[src/rtl/demux_memoria_pkg.sv]
// Shared defaults, lane-select constants and pointer sizing for demux_memoria.
package demux_memoria_pkg;

  localparam int DEFAULT_WIDTH = 2;
  localparam int DEFAULT_DEPTH = 4;

  localparam logic LANE0 = 1'b0;
  localparam logic LANE1 = 1'b1;

  // One extra pointer bit separates "full" from "empty" when the low bits match.
  function automatic int ptr_width(input int depth);
    return $clog2(depth) + 1;
  endfunction

endpackage

[src/rtl/demux_memoria_lane_fifo.sv]
// First-word-fall-through lane FIFO with a wrapping delivered-word counter.
module lane_fifo
  import demux_memoria_pkg::*;
#(
  parameter int WIDTH = DEFAULT_WIDTH,
  parameter int DEPTH = DEFAULT_DEPTH,
  parameter int CW    = 4
) (
  input  logic             clk,
  input  logic             reset_L,
  input  logic             push,
  input  logic [WIDTH-1:0] push_data,
  input  logic             pop,
  output logic [WIDTH-1:0] data,
  output logic             valid,
  output logic             full,
  output logic [CW-1:0]    count
);

  localparam int PW = ptr_width(DEPTH);
  localparam int AW = PW - 1;

  logic [WIDTH-1:0] mem [DEPTH];
  logic [PW-1:0]    wr_ptr;
  logic [PW-1:0]    rd_ptr;
  logic             empty;
  logic             do_push;
  logic             do_pop;

  assign empty   = (wr_ptr == rd_ptr);
  assign full    = (wr_ptr[AW] != rd_ptr[AW]) && (wr_ptr[AW-1:0] == rd_ptr[AW-1:0]);
  assign do_push = push && !full;
  assign do_pop  = pop && !empty;

  assign valid = !empty;
  // Stale memory is never cleared; the mask keeps it off the output.
  assign data  = empty ? '0 : mem[rd_ptr[AW-1:0]];

  always_ff @(posedge clk) begin
    if (do_push) begin
      mem[wr_ptr[AW-1:0]] <= push_data;
    end
  end

  always_ff @(posedge clk or negedge reset_L) begin
    if (!reset_L) begin
      wr_ptr <= '0;
      rd_ptr <= '0;
      count  <= '0;
    end else begin
      if (do_push) begin
        wr_ptr <= wr_ptr + 1'b1;
      end
      if (do_pop) begin
        rd_ptr <= rd_ptr + 1'b1;
        count  <= count + 1'b1;
      end
    end
  end

endmodule

[src/rtl/demux_memoria.sv]
// 2-lane demultiplexer: steers one valid/ready stream into two lane FIFOs.
module demux_memoria
  import demux_memoria_pkg::*;
#(
  parameter int WIDTH = DEFAULT_WIDTH,
  parameter int DEPTH = DEFAULT_DEPTH,
  parameter int CW    = 4
) (
  input  logic             clk,
  input  logic             reset_L,
  input  logic [WIDTH-1:0] data_in,
  input  logic             valid_in,
  input  logic             selector,
  output logic             ready_in,
  output logic [WIDTH-1:0] data_out0,
  output logic [WIDTH-1:0] data_out1,
  output logic             valid_out0,
  output logic             valid_out1,
  input  logic             pop0,
  input  logic             pop1,
  output logic             full0,
  output logic             full1,
  output logic [CW-1:0]    count0,
  output logic [CW-1:0]    count1
);

  logic push0;
  logic push1;

  // Backpressure looks only at the selected lane's occupancy, never at a same-cycle pop.
  assign ready_in = (selector == LANE1) ? !full1 : !full0;
  assign push0    = valid_in && ready_in && (selector == LANE0);
  assign push1    = valid_in && ready_in && (selector == LANE1);

  lane_fifo #(.WIDTH(WIDTH), .DEPTH(DEPTH), .CW(CW)) u_lane0 (
    .clk       (clk),
    .reset_L   (reset_L),
    .push      (push0),
    .push_data (data_in),
    .pop       (pop0),
    .data      (data_out0),
    .valid     (valid_out0),
    .full      (full0),
    .count     (count0)
  );

  lane_fifo #(.WIDTH(WIDTH), .DEPTH(DEPTH), .CW(CW)) u_lane1 (
    .clk       (clk),
    .reset_L   (reset_L),
    .push      (push1),
    .push_data (data_in),
    .pop       (pop1),
    .data      (data_out1),
    .valid     (valid_out1),
    .full      (full1),
    .count     (count1)
  );

endmodule

[config.mk]
export PLATFORM = sky130hd
export DESIGN_NAME = demux_memoria
export DESIGN_NICKNAME = d
export VERILOG_FILES = /design/src/rtl/demux_memoria_pkg.sv /design/src/rtl/demux_memoria_lane_fifo.sv /design/src/rtl/demux_memoria.sv
export SDC_FILE = /design/constraint.sdc
export NUM_CORES = 1
export LEC_CHECK = 0
export CAP_MARGIN = 5
export CELL_PAD_IN_SITES_DETAIL_PLACEMENT = 1
export CELL_PAD_IN_SITES_GLOBAL_PLACEMENT = 2
export CORE_MARGIN = 10
export CORE_UTILIZATION = 38
export CTS_CLUSTER_SIZE = 30
export DETAILED_ROUTE_END_ITERATION = 12
export PLACE_DENSITY_LB_ADDON = 0.1
export SYNTH_ARGS = -nofsm -noshare
export SYNTH_HDL_FRONTEND = slang
export SYNTH_SLANG_ARGS = --single-unit
export TNS_END_PERCENT = 1
[constraint.sdc]
create_clock -name clk -period 2.25 [get_ports clk]
set_input_delay 0.3375 -clock clk [delete_from_list [all_inputs] [get_ports clk]]
set_output_delay 0.3375 -clock clk [all_outputs]
set_load 0.05 [all_outputs]
======== Word level (Yosys, flattened, before mapping) ========
Memory sizes are Yosys's and may differ from the RTL's.
Cells that the tools add are included.
word-level totals
  output and inout port bits .............. 17
  bits in writable memories ............... 16
  input bits .............................. 8
  logic and storage cells ................. 41
  register bits ........................... 20
  memories ................................ 2
memory list
  name         depth  width  read ports  clocked after Yosys merged registers in  wr ports  RTL line                       text
  u_lane0.mem  4      2      1           0                                        1         demux_memoria_lane_fifo.sv:23  logic [WIDTH-1:0] mem [DEPTH];
  u_lane1.mem  4      2      1           0                                        1         demux_memoria_lane_fifo.sv:23
operators by class
  add/subtract/negate cells ............... 6
  reduce and logical (&&, ||, !) cells .... 13
  equal/unequal tests ..................... 6
  bitwise operators ....................... 1
  mux-type cells .......................... 7
operators with widths
  kind                                         number
  adder 3 x 1 -> 3 bit, second input constant  4
  logical AND 1 bit                            9
  adder 4 x 1 -> 4 bit, second input constant  2
  equality test 3 bit                          2
  2-to-1 mux 1 bit                             5
  equality test 2 bit                          2
  zero test 1 bit                              4
  2-to-1 mux 2 bit                             2
  inequality test 1 bit                        2
  NOT 1 bit                                    1

======== Logic depth before layout (Yosys ltp) ========
Gate-level depths: netlist of run 1.
  depth after elaboration ................. 9
  depth in mapped cells ................... 4
  mapped depth without buffers ............ 4

======== By module ========
Synthesis of run 1 repeated with hierarchy kept, for this count alone.
unflattened totals
  cell total of the unflattened synthesis .. 119
  area, all modules ....................... 1818.0 sq um
by module, submodules not included
  module         area each (sq um)  cells each  sequential area each (sq um)  times used
  lane_fifo      895.9              58          490.5                         2
  demux_memoria  26.3               3           0.0                           1

======== Worst setup path before layout of run 1 ========
No wires, ideal clock.
  kind .................................... register to output
  start point ............................. register u_lane1.rd_ptr[0]
  end point ............................... output port ready_in
  buffers on the path ..................... 1
  setup slack ............................. -0.025 ns
  data required time ...................... 1.913 ns
  cell stages (with the launch flop) ...... 5
  arrival ................................. 1.938 ns
  cell sequence ........................... dfrtp_1 -> buf_2 -> xnor2_1 -> and3_1 -> mux2i_1
between the ends
  word-level cells in the longest chain between the ends .. 4
ends and longest elaborated chain
  element                 RTL line                       text
  start, declared         demux_memoria_lane_fifo.sv:25  logic [PW-1:0] rd_ptr;
  start signal, assigned  demux_memoria_lane_fifo.sv:55  rd_ptr <= rd_ptr + 1'b1;
  equality test 2 bit     demux_memoria_lane_fifo.sv:31  assign full = (wr_ptr[AW] != rd_ptr[AW]) && (wr_ptr[AW-1:0] == rd_ptr[AW-1:0]);
  logical AND 1 bit       demux_memoria_lane_fifo.sv:31
  named net full1         demux_memoria.sv:22            output logic full1,
  zero test 1 bit         demux_memoria.sv:31            assign ready_in = (selector == LANE1) ? !full1 : !full0;
  2-to-1 mux 1 bit        demux_memoria.sv:31
  end, declared           demux_memoria.sv:14            output logic ready_in,
The timed path passes the listed nets, and every way through them passes these cells.

======== Worst setup path after layout of run 1 ========
  start point ............................. register u_lane0.wr_ptr[1]
  end point ............................... output port ready_in
between the ends
  word-level cells in the longest chain between the ends .. 4
ends and longest elaborated chain
  element                 RTL line                       text
  start, declared         demux_memoria_lane_fifo.sv:24  logic [PW-1:0] wr_ptr;
  start signal, assigned  demux_memoria_lane_fifo.sv:52  wr_ptr <= wr_ptr + 1'b1;
  equality test 2 bit     demux_memoria_lane_fifo.sv:31
  logical AND 1 bit       demux_memoria_lane_fifo.sv:31
  zero test 1 bit         demux_memoria.sv:31
  2-to-1 mux 1 bit        demux_memoria.sv:31
Every way passes these cells.

==> flow_summary.toml, run 1 <==
[synth]
syn-mean-instance-area_um2 = 14.9
synth_cell_type_count = 30
mappedNetlistNets = 146
synth-seq-cells = 36
ys_warn_count = 0
synth_ff_type = "dfrtp_1"
syn_area_mm2 = 0.00187
syn_inst = 126
ys_seq_area_frac = 0.524
synth_edf_count = 16
synthArstFlopShare = 0.556

[final_layout]
antenna_cells = 0
final_net_count = 177
utilization = 0.510
multi_input_area_um2 = 871
area.growth.synth_to_final_pct = 29.6
regArea_um2 = 981
drive_above_1_share = 0.247
final_cell_area_mm2 = 0.00243
final.fill_count = 480

[timing]
hold_violations = 0
maxClockFrequency_mhz = 462
finClkSkew_ns = 0.00738
fin_crit_ns = 2.17
setup_violations = 0
slew_violations = 0
post-route-period-util = 0.963
setup_tns_ns = 0
slew_headroom = 0.663
rsz0062_at_grt = "no"
tightestPinTransition_ns = 0.504

[global_routing]
met2_usage = 0.159
grt_usage = 0.0968
grt_max_degree = 21
globalRouteMet1Util = 0.114
busiest_layer = "met2"
grt_pass1_vias = 1255
grt_overflow_total = 0
grt_pass1_wl_mm = 6.38
met3_usage = 0.0258
antenna_found_initial = 0

[floorplan]
die_h_um = 90.2
dieArea_mm2 = 0.00813
fp-row-count = 25
ios = 25
start_util = 0.394
core-area_mm2 = 0.00475
die_x_um = 90.2

[clock_tree]
clock_latency_ns = 0.29
cts_num_sinks = 36
h-tree-depth = 2
clk_path_buf_depth = 2
cts_tree = "built"
cts_hold_buffers = 0
post_cts_resize_count = 0
cts_setup_buffers = 0
cts_root_buffer = "clkbuf_8"
clk_pin_slew_worst_paths_ns = 0.08
cts_buffers = 5

[setup_path]
crit_slowest_cell = "dfrtp_1"
crit_type = "reg -> out"
path_cells = "xnor2_1 -> and3_2 -> mux2i_2 -> buf_12"
crit_buf_inv = 1
worst_ep_arrival_time_ns = 1.83
start_kind = "register"
cp_top_family = "flip-flops"
crit_path_max_incr_delay_ns = 0.49
critPathCaptureType = "output port"
worstPathRequired_ns = 1.91
cp_max_fo = 6

[min_path]
min_path_type = "in -> async"

[run_status]
outcome = "finished, final reports clean"

[placed_design]
hpwl_mm = 2.85
gp_congestion = 0.749
place_area_mm2 = 0.00229
io_buffer_count = 24

[detailed_routing]
routedWlPerCell_um = 16.2
remaining_drc_errors = 0
avgViaCountPerCell = 4.87
wl_mm = 3.65
vias = 1095
detail-route-antenna-nets = 0
initialDrtViolationCount = 22
first_pass_iters = 3

[flow_run]
maxCapViolCount = 0
==> area by class of cell <==
cell class | instances | share of cell area
clock buffers | 5 | 0.0284
flip-flops and latches | 36 | 0.404
well taps | 67 | 0.0346
inverters | 9 | 0.0139
repair buffers | 26 | 0.142
multi-input cells | 79 | 0.359
clock inverters | 3 | 0.0175
==> cell usage in the layout (no fill, tap or decap), types with 2 or more instances in the layout <==
cell	netlist	routed
inv_1	9	9
clkdlybuf4s50_1	0	15
buf_4	1	2
mux2_2	3	3
mux2_4	3	3
xor2_2	2	5
mux4_1	4	4
ha_1	12	12
nor2b_1	4	4
clkbuf_8	0	5
xnor2_1	17	17
and3_1	3	3
o31ai_4	2	2
dfrtp_1	20	20
and2_2	3	3
and2_1	3	3
buf_12	0	9
o311ai_0	6	6
edfxtp_1	16	16
nor3_1	2	2
==> synthesized netlist by cell type, types with 3 or more instances <==
library cell	instances	area [um2]
nor2b_1	4	25.0
and2_1	3	18.8
xnor2_1	17	149
mux2_2	3	33.8
and2_2	3	22.5
and3_1	3	18.8
o311ai_0	6	52.6
mux4_1	4	105
dfrtp_1	20	500
mux2_4	3	45.0
xor2_1	4	35.0
ha_1	12	150
edfxtp_1	16	480
inv_1	9	33.8
==> final timing paths <==
| check | cells past startpoint | end | start | slack (ns) |
|---|---|---|---|---|
| worst max-delay path | 4 | ready_in | u_lane0.wr_ptr[1] | 0.08 |
| worst min-delay path | 2 | u_lane1.wr_ptr[0] | reset_L | 0.39 |
| worst max register to register | 3 | u_lane0.mem[1][1] | u_lane0.rd_ptr[0] | 0.54 |
| worst min register to register | 1 | u_lane1.count[3] | u_lane1.count[3] | 0.48 |
| max in group asynchronous | 2 | u_lane0.wr_ptr[0] | reset_L | 1.64 |
| min in group clk | 1 | u_lane1.count[3] | u_lane1.count[3] | 0.48 |
==> kinds of logic (layout without fill, tap and decap cells) <==
group,count (synthesis),after routing,share of synthesized area
flip-flops,36,36,0.524
XOR/XNOR,23,23,0.116
AND/OR/NAND/NOR,20,20,0.0662
AO/OA/AOI/OAI,13,13,0.0856
adder cells (fa/ha/maj),12,12,0.0802
multiplexers,11,11,0.104
buffers and inverters,11,43,0.0247
==> state kept, by name, summed over array words and instances, names as in the netlist <==
| register | count |
|---|---|
| u_lane0.wr_ptr | 3 |
| u_lane0.mem | 8 |
| u_lane0.rd_ptr | 3 |
| u_lane1.count | 4 |
| u_lane1.rd_ptr | 3 |
| u_lane1.mem | 8 |
| u_lane1.wr_ptr | 3 |
| u_lane0.count | 4 |
==> through the flow <==
| step | std cells | hold slack [ns] | setup WS [ns] |
|---|---|---|---|
| after CTS | 225 | 0.398 | 0.0173 |
| after floorplan | 126 | 0.0419 | 0.194 |
| after global placement | 217 | 0.463 | 0.378 |
| after detailed placement | 217 | 0.475 | 0.350 |
| final | 225 | 0.391 | 0.0834 |
| after global routing | 225 | 0.410 | 0.00505 |
==> worst register-to-register path, delay by kind of cell (launching register included) <==
kind,cells,cell delay [ns]
and+or+nand+nor,1,0.24
xor gates and xnor gates,1,0.25
AOI/OAI and AO/OA,1,0.45
DFF,1,0.50
==> per-layer routing <==
metal	routed length [um]	vias up	part of all wire
met5	0	-	0
li1	-	518	-
met2	1810	21	0.50
met1	1620	548	0.44
met4	72	0	0.020
met3	142	8	0.039
Power of run 1 is not shown: default switching activity piles up to over one toggle a cycle in this logic, so the estimate is an artifact.
==> run 2, diff against run 1 <==
--- a/config.mk
+++ b/config.mk
@@ -13,6 +13,7 @@
 export CTS_CLUSTER_SIZE = 30
 export DETAILED_ROUTE_END_ITERATION = 12
 export PLACE_DENSITY_LB_ADDON = 0.1
+export SLEW_MARGIN = 0
 export SYNTH_ARGS = -nofsm -noshare
 export SYNTH_HDL_FRONTEND = slang
 export SYNTH_SLANG_ARGS = --single-unit
==> results of run 2 <==
Final layout, timing and power as in run 1 (identical DEF).
Power of run 2 is left out for the same reason.
==> run 3, diff against run 2 <==
--- a/config.mk
+++ b/config.mk
@@ -9,7 +9,8 @@
 export CELL_PAD_IN_SITES_DETAIL_PLACEMENT = 1
 export CELL_PAD_IN_SITES_GLOBAL_PLACEMENT = 2
 export CORE_MARGIN = 10
-export CORE_UTILIZATION = 38
+export CORE_UTILIZATION = 40
+export CTS_BUF_LIST = sky130_fd_sc_hd__clkbuf_2 sky130_fd_sc_hd__clkbuf_4 sky130_fd_sc_hd__clkbuf_8
 export CTS_CLUSTER_SIZE = 30
 export DETAILED_ROUTE_END_ITERATION = 12
 export PLACE_DENSITY_LB_ADDON = 0.1
==> run 3 against run 2 <==
Net effect: count of clock-buffer cells in the layout grew 1; flip-flop and latch count is the same; worst setup slack gained 0.032 ns; global-route usage grew 0.87 points; non-clock buffer count is the same; final cell count shrank 6.7%; register-to-register slack is essentially flat.
==> flow_summary.toml, run 3 (same netlist as run 1, synthesis figures left out) <==
[global_routing]
antenna_found_initial = 0
grt_pass1_wl_mm = 6.31
grt_overflow_total = 0
grt_pass1_vias = 1227
grt_max_degree = 21
grt_usage = 0.105

[setup_path]
worst_ep_arrival_time_ns = 1.80
critPathCaptureType = "output port"
start_kind = "register"
cp_max_fo = 7
crit_type = "reg -> out"
worstPathRequired_ns = 1.91
r2r_cells = 3

[placed_design]
io_buffer_count = 24
hpwl_mm = 2.85
gp_congestion = 0.685

[floorplan]
core-area_mm2 = 0.00444
dieArea_mm2 = 0.00782
die_x_um = 88.4
fp-row-count = 24
die_h_um = 88.4
ios = 25
start_util = 0.421

[detailed_routing]
detail-route-antenna-nets = 0
first_pass_iters = 2
wl_met3_um = 196
wl_mm = 3.76
top_layer_used = "met4"
wl_met1_mm = 1.57
met2_length_mm = 1.94
vias = 1105
routedWlPerCell_um = 17.9
remaining_drc_errors = 0
avgViaCountPerCell = 5.26
initialDrtViolationCount = 21

[timing]
setup_tns_ns = 0
tightestPinTransition_ns = 0.522
maxClockFrequency_mhz = 469
rsz0062_at_grt = "no"
finClkSkew_ns = 0.00401
slew_headroom = 0.651
fin_crit_ns = 2.13
hold_violations = 0
post-route-period-util = 0.949
setup_violations = 0
slew_violations = 0

[clock_tree]
cts_hold_buffers = 0
clk_path_buf_depth = 2
cts_root_buffer = "clkbuf_8"
cts_setup_buffers = 0
cts_num_sinks = 36
clk_pin_slew_worst_paths_ns = 0.07
clock_latency_ns = 0.29
cts_tree = "built"
h-tree-depth = 2
cts_buffers = 5

[final_layout]
antenna_cells = 0
layout_commonest_cell = "dfrtp_1"
layout.cells.most_common_list = "dfrtp_1 (20), xnor2_1 (17), edfxtp_1 (16)"
final.fill_count = 434
drive_above_1_share = 0.247
final_net_count = 177
area.growth.synth_to_final_pct = 28.6

[run_status]
outcome = "finished, final reports clean"

[flow_run]
maxCapViolCount = 0

[min_path]
min_path_type = "in -> async"
## run 3: worst paths after layout
check                           slack, ns               from                end
worst min-delay path                 0.40            reset_L  u_lane0.rd_ptr[1]
worst min register to register       0.47   u_lane1.count[3]   u_lane1.count[3]
worst max-delay path                 0.12  u_lane0.rd_ptr[2]           ready_in
max in group asynchronous            1.63            reset_L  u_lane0.wr_ptr[1]
worst max register to register       0.53  u_lane0.rd_ptr[0]  u_lane0.mem[2][1]
min in group clk                     0.47   u_lane1.count[3]   u_lane1.count[3]
## run 3: metal layers
metal / up-vias / GRT usage
met5: - / 0
met4: 0 / 0.0396
met3: 7 / 0.0331
met2: 18 / 0.177
met1: 563 / 0.124
li1: 517 / -
## run 3: final cells by class
class / instances / area, um2 / share of cell area
multi-input combinational: 79 / 871 / 0.362
timing repair buffer: 26 / 345 / 0.143
tap: 52 / 65.1 / 0.0270
inverter: 9 / 33.8 / 0.0140
clock inverter: 2 / 35.0 / 0.0146
clock buffer: 6 / 76.3 / 0.0317
sequential: 36 / 981 / 0.407
## run 3: repair_timing
action,CTS,global route
gates resized for setup,1,2
endpoints found under the setup margin,2,2
endpoints found under the hold margin,0,0
## run 3: stage by stage
stage	cell area [um2]	hold slack (ns)	worst slack, ns	util	instances
finish	2410	0.402	0.116	0.542	210
global route	2410	0.421	0.00981	0.542	210
CTS	2390	0.405	0.0786	0.538	210
detailed placement	2270	0.467	0.327	0.512	202
global placement	2270	0.461	0.385	0.512	202
floorplan	1880	0.0419	0.194	-	126
## run 3: critical path, stage by stage, from the launching register on
cell and delay (ns):
dfrtp_1 0.44, xor2_2 0.45, and3_2 0.35, mux2i_2 0.11, buf_12 0.16
Power of run 3 is left out for the same reason.
